==> config.mk <==
export PLATFORM = sky130hd
export DESIGN_NAME = multicycle_control
export DESIGN_NICKNAME = d
export VERILOG_FILES = /design/src/rtl/multicycle_control.sv
export SDC_FILE = /design/constraint.sdc
export NUM_CORES = 1
export LEC_CHECK = 0
export BUFFER_PORTS_ARGS = -buffer_cell sky130_fd_sc_hd__buf_4
export CAP_MARGIN = 5
export CORE_MARGIN = 3
export CORE_UTILIZATION = 25
export CTS_CLUSTER_DIAMETER = 100
export DETAILED_ROUTE_END_ITERATION = 6
export SLEW_MARGIN = 20
export SYNTH_ARGS = -nofsm -noshare
export SYNTH_HDL_FRONTEND = slang
export SYNTH_SLANG_ARGS = --single-unit
==> constraint.sdc <==
create_clock -name clk -period 4.4 [get_ports clk]
set_clock_uncertainty 0.05 [all_clocks]
set_input_delay 0.22 -clock clk [delete_from_list [all_inputs] [get_ports clk]]
set_output_delay 0.22 -clock clk [all_outputs]
set_load 0.05 [all_outputs]
==> src/rtl/multicycle_control.sv <==
// Multi-cycle sequencing controller for the sequential RV64 core.
// Steps FETCH/DECODE/EXEC/MEM/WB and drives datapath enables and selects.
module multicycle_control (
  input  logic        clk,
  input  logic        reset,
  input  logic [6:0]  opcode,
  input  logic [2:0]  funct3,
  input  logic        zero,
  input  logic        mem_ready,
  output logic        pc_write,
  output logic        pc_src,
  output logic        ir_write,
  output logic        reg_write,
  output logic        mem_read,
  output logic        mem_write,
  output logic        alu_src,
  output logic [1:0]  alu_op,
  output logic        mem_to_reg,
  output logic        halted,
  output logic [31:0] retired
);

  localparam logic [6:0] OP_R   = 7'b0110011;
  localparam logic [6:0] OP_LD  = 7'b0000011;
  localparam logic [6:0] OP_SD  = 7'b0100011;
  localparam logic [6:0] OP_BEQ = 7'b1100011;

  typedef enum logic [2:0] {
    S_FETCH, S_DECODE, S_EXEC, S_MEM, S_WB, S_HALT
  } state_e;

  typedef enum logic [1:0] {
    C_R, C_LD, C_SD, C_BEQ
  } cls_e;

  state_e      state_q, state_d;
  cls_e        cls_q, cls_d;
  logic        halted_q, halted_d;
  logic [31:0] retired_q, retired_d;

  logic        legal;
  cls_e        dec_cls;
  logic        retire;

  always_comb begin
    legal   = 1'b1;
    dec_cls = C_R;
    unique case (1'b1)
      opcode == OP_R:   dec_cls = C_R;
      opcode == OP_LD:  begin dec_cls = C_LD;  legal = (funct3 == 3'b011); end
      opcode == OP_SD:  begin dec_cls = C_SD;  legal = (funct3 == 3'b011); end
      opcode == OP_BEQ: begin dec_cls = C_BEQ; legal = (funct3 == 3'b000); end
      default:          legal = 1'b0;
    endcase
  end

  always_ff @(posedge clk) begin
    if (reset) begin
      state_q   <= S_FETCH;
      cls_q     <= C_R;
      halted_q  <= 1'b0;
      retired_q <= '0;
    end else begin
      state_q   <= state_d;
      cls_q     <= cls_d;
      halted_q  <= halted_d;
      retired_q <= retired_d;
    end
  end

  always_comb begin
    state_d    = state_q;
    cls_d      = cls_q;
    halted_d   = halted_q;
    retire     = 1'b0;
    pc_write   = 1'b0;
    pc_src     = 1'b0;
    ir_write   = 1'b0;
    reg_write  = 1'b0;
    mem_read   = 1'b0;
    mem_write  = 1'b0;
    alu_src    = 1'b0;
    alu_op     = 2'b00;
    mem_to_reg = 1'b0;
    unique case (state_q)
      S_FETCH: begin
        ir_write = 1'b1;
        state_d  = S_DECODE;
      end
      S_DECODE: begin
        if (legal) begin
          cls_d   = dec_cls;
          state_d = S_EXEC;
        end else begin
          halted_d = 1'b1;
          state_d  = S_HALT;
        end
      end
      S_EXEC: begin
        unique case (cls_q)
          C_R: begin
            alu_op  = 2'b10;
            state_d = S_WB;
          end
          C_LD, C_SD: begin
            alu_src = 1'b1;
            state_d = S_MEM;
          end
          default: begin
            alu_op   = 2'b01;
            pc_write = 1'b1;
            pc_src   = zero;
            retire   = 1'b1;
            state_d  = S_FETCH;
          end
        endcase
      end
      S_MEM: begin
        alu_src = 1'b1;
        if (cls_q == C_SD) begin
          mem_write = 1'b1;
          if (mem_ready) begin
            pc_write = 1'b1;
            retire   = 1'b1;
            state_d  = S_FETCH;
          end
        end else begin
          mem_read = 1'b1;
          if (mem_ready) state_d = S_WB;
        end
      end
      S_WB: begin
        reg_write  = 1'b1;
        pc_write   = 1'b1;
        mem_to_reg = (cls_q == C_LD);
        retire     = 1'b1;
        state_d    = S_FETCH;
      end
      default: state_d = S_HALT;
    endcase
    // reset masks every control output in the same cycle it is asserted
    if (reset) begin
      pc_write   = 1'b0;
      pc_src     = 1'b0;
      ir_write   = 1'b0;
      reg_write  = 1'b0;
      mem_read   = 1'b0;
      mem_write  = 1'b0;
      alu_src    = 1'b0;
      alu_op     = 2'b00;
      mem_to_reg = 1'b0;
    end
    retired_d = retire ? retired_q + 32'd1 : retired_q;
  end

  assign halted  = halted_q;
  assign retired = retired_q;

endmodule

==> metrics.md <==
| Metric | Value |
|---|---|
| Status | finished clean |
| Number of synthesized flops with an enable pin | 0 |
| Worst Tran Pin Value | 553 ps |
| Largest area contributor in the netlist | dfxtp_1 |
| Starting Density | 0.262 |
| Drc violations | 0 |
| Initial antenna violation count | 0 |
| Max-Cap Viols | 0 |
| Root Driver | clkbuf_8 |
| Setup tns final | 0 ps |
| Yosys warns | 0 |
| Async S/R FF share, synth | 0 |
| Critical path class | reg -> out |
| Hold Fails Final Rpt | 0 |
| Leak | 1.07 nW |
| Pins Over Slew Limit | 0 |
| Synth Flop Type | dfxtp_1 |
| CTS tree | done |
| Clock-pin slew on the worst setup and hold paths | 70 ps |
| Mean routed wirelength per cell | 14.1 um |
| Die Ht | 103 um |
| Final core utilization | 0.318 |
| Pwr Density | 246 mW/mm^2 |
| # rows | 34 |
| H-Tree Depth | 2 |
| Clk_lat worst skew | 290 ps |
| # nets final | 326 |
| Max IR drop VDD | 0.115 mV |
| Worst setup margin | 1930 ps |
| Gpl congestion | 0.787 |
| Postcts setup bufs | 0 |
| Chip width | 103 um |
| Synth Area in Compound Gates | 0.155 |
| Via/cell ratio | 5.15 |
| Diode count | 0 |
| GRT Total Usage | 0.109 |
| Yosys cell types | 53 |
| CP Launch Type | register |
| Port buffer count | 56 |
| TritonRoute pass-1 iters | 4 |
| Post-synth top cells | 38 x dfxtp_1, 25 x a21oi_1, 16 x nor2_1, 16 x o31ai_1, 16 x or4_1 |
| Final WL | 5860 um |
| Final setup fails | 0 |
| CTS resizes | 0 |
| Yosys reg bits | 38 |
| Fmax | 0.405 GHz |
| Simple-gate portion of the synthesized area | 0.350 |
| Post-synthesis xor/xnor area fraction | 0.00751 |
| Routed via count | 2,143 |
| Mapped cell area | 0.00233 mm^2 |
| Final antenna-violating net count | 0 |
| Sink Count | 38 |
| Highest-delay cell along the critical path | buf_4 |
| Crit path DAT | 2200 ps |
| Syn_area_per_cell | 8.93 um^2 |
| Largest net degree at the start of global routing | 55 |
| Cell mode on critical path | buf_4 |
| First-pass GRT wire length | 9450 um |
| Total power | 0.695 mW |
| Die area | 0.0105 mm^2 |
| Place WS | 2180 ps |
| CTS Hold Bufs | 0 |
| Iter 0 DRT Violations | 53 |
| Largest family of logic cells by synthesized area | simple AND/OR/NAND/NOR gates |
| Critical Path Sink Type | primary output |
| CP max stage delay | 450 ps |
| Tcrit/Tclk final | 0.561 |
| CTS max path bufs | 2 |
| CORE AREA | 0.00889 mm^2 |
| CTS Buf Count | 5 |
| Seq/Total Area, Yosys | 0.326 |
| Hold Crit Class | in -> reg |
| Cell Chain, Critical Path | inv_1 -> ha_1 -> and4b_2 -> a211oi_4 -> buf_4 -> nor2_1 -> buf_4 |
| Syn-to-layout area delta | 21.4% |
| Adder-cell share of the synthesized area | 0.0268 |
| IO Pins | 57 |
| Fillcell total | 930 |
| Largest cells by area after synthesis | dfxtp_1 33%, a21oi_1 5.4%, o31ai_1 5.2%, or4_1 5.2%, mux2_2 3.9% |
| Placed wire-length estimate | 4100 um |
| Vias in the first global route | 1,945 |
| Most frequent cell after synthesis | dfxtp_1 |
| Post-Syn Nets | 280 |
| CP required | 4130 ps |
| RSZ-0062 raised after global routing | no |
| Max FO, Critical Path | 54 |
| Mux contribution to synthesized area | 0.0564 |
| Worst relative slew slack | 0.632 |
| Fin crit period | 2470 ps |
| Layout cells sized above 1 | 0.279 |
| Synth Instances | 261 |
| Remaining Overflow, GRT | 0 |
| Top cell type's share of synthesized area | 0.326 |
## layer usage
| metal | vias to the layer above | routed length, um | track usage |
|---|---|---|---|
| met5 | - | 0 | 0 |
| met4 | 0 | 47 | 0.0242 |
| met3 | 5 | 186 | 0.0230 |
| met2 | 35 | 2670 | 0.172 |
| met1 | 1021 | 2960 | 0.154 |
| li1 | 1082 | - | - |
## cells in the final DEF (no fill, tap or decap), types with 2 or more instances in the layout
master    instances
and3_1            3
nor2_1           16
mux2_2            8
inv_1             6
nor3b_1           5
or4_1            16
dfxtp_1          38
nand4_1           8
nand2b_1          3
xor2_1            2
ha_1              5
nand2_1          13
or3_1             5
o31ai_1          16
and4_1            7
nor2b_1          11
a21oi_1          25
nor4bb_1          2
and2_1            2
nand3_1          11
clkbuf_8          6
nor4_1            8
nand4_4           2
o21ai_0           6
buf_4            57
mux2i_1           3
## area by class of cell
class                   instances  area, um^2  share of cell area
multi-input cells             199        1390               0.490
well taps                     108         135              0.0478
inverters                       6        22.5             0.00796
clock inverters                 2        12.5             0.00442
flip-flops and latches         38         761               0.269
clock buffers                   6        82.6              0.0292
repair buffers                 57         428               0.151
## worst max-delay path, delay by kind of cell, from the launching register on
kind,cells,cell delay [ps]
adders and majority gates,1,230
buffers and inverters,3,750
DFF,1,380
and+or+nand+nor,2,310
AOI/OAI and AO/OA,1,220
## kinds of logic after synthesis
kind of cell	count (synthesis)
AND/OR/NAND/NOR	124
AO/OA/AOI/OAI	56
flip-flops	38
buffers and inverters	24
multiplexers	12
adder cells (fa/ha/maj)	5
XOR/XNOR	2
## registers in the layout (all words and copies together), names as in the netlist
name     cells
state_q      3
cls_q        2
retired     32
halted       1
## final timing paths
kind / cells past startpoint / slack [ps] / endpoint / startpoint
max: 7 / 1930 / pc_write / cls_q[0]$_SDFFE_PP0P_
min reg2reg: 2 / 410 / halted$_SDFFE_PP0P_ / halted$_SDFFE_PP0P_
min: 3 / 190 / cls_q[1]$_SDFFE_PP0P_ / opcode[4]
max reg2reg: 7 / 2160 / retired[31]$_SDFFE_PP0P_ / cls_q[0]$_SDFFE_PP0P_
## power breakdown
| group | internal (mW) | switching [mW] |
|---|---|---|
| clock | 0.126 | 0.127 |
| sequential | 0.349 | 0.0107 |
| combinational | 0.0309 | 0.0524 |
| total | 0.506 | 0.190 |
## stage by stage
step           std cells  area, um^2  hold slack [ps]
3_5_place_dp         408        2730              411
6_report             416        2830              187
3_3_place_gp         408        2730              398
4_1_cts              416        2830              173
2_1_floorplan        261        2330              354
5_1_grt              416        2830              194
Note: power is estimated with default switching activity, not from simulation.
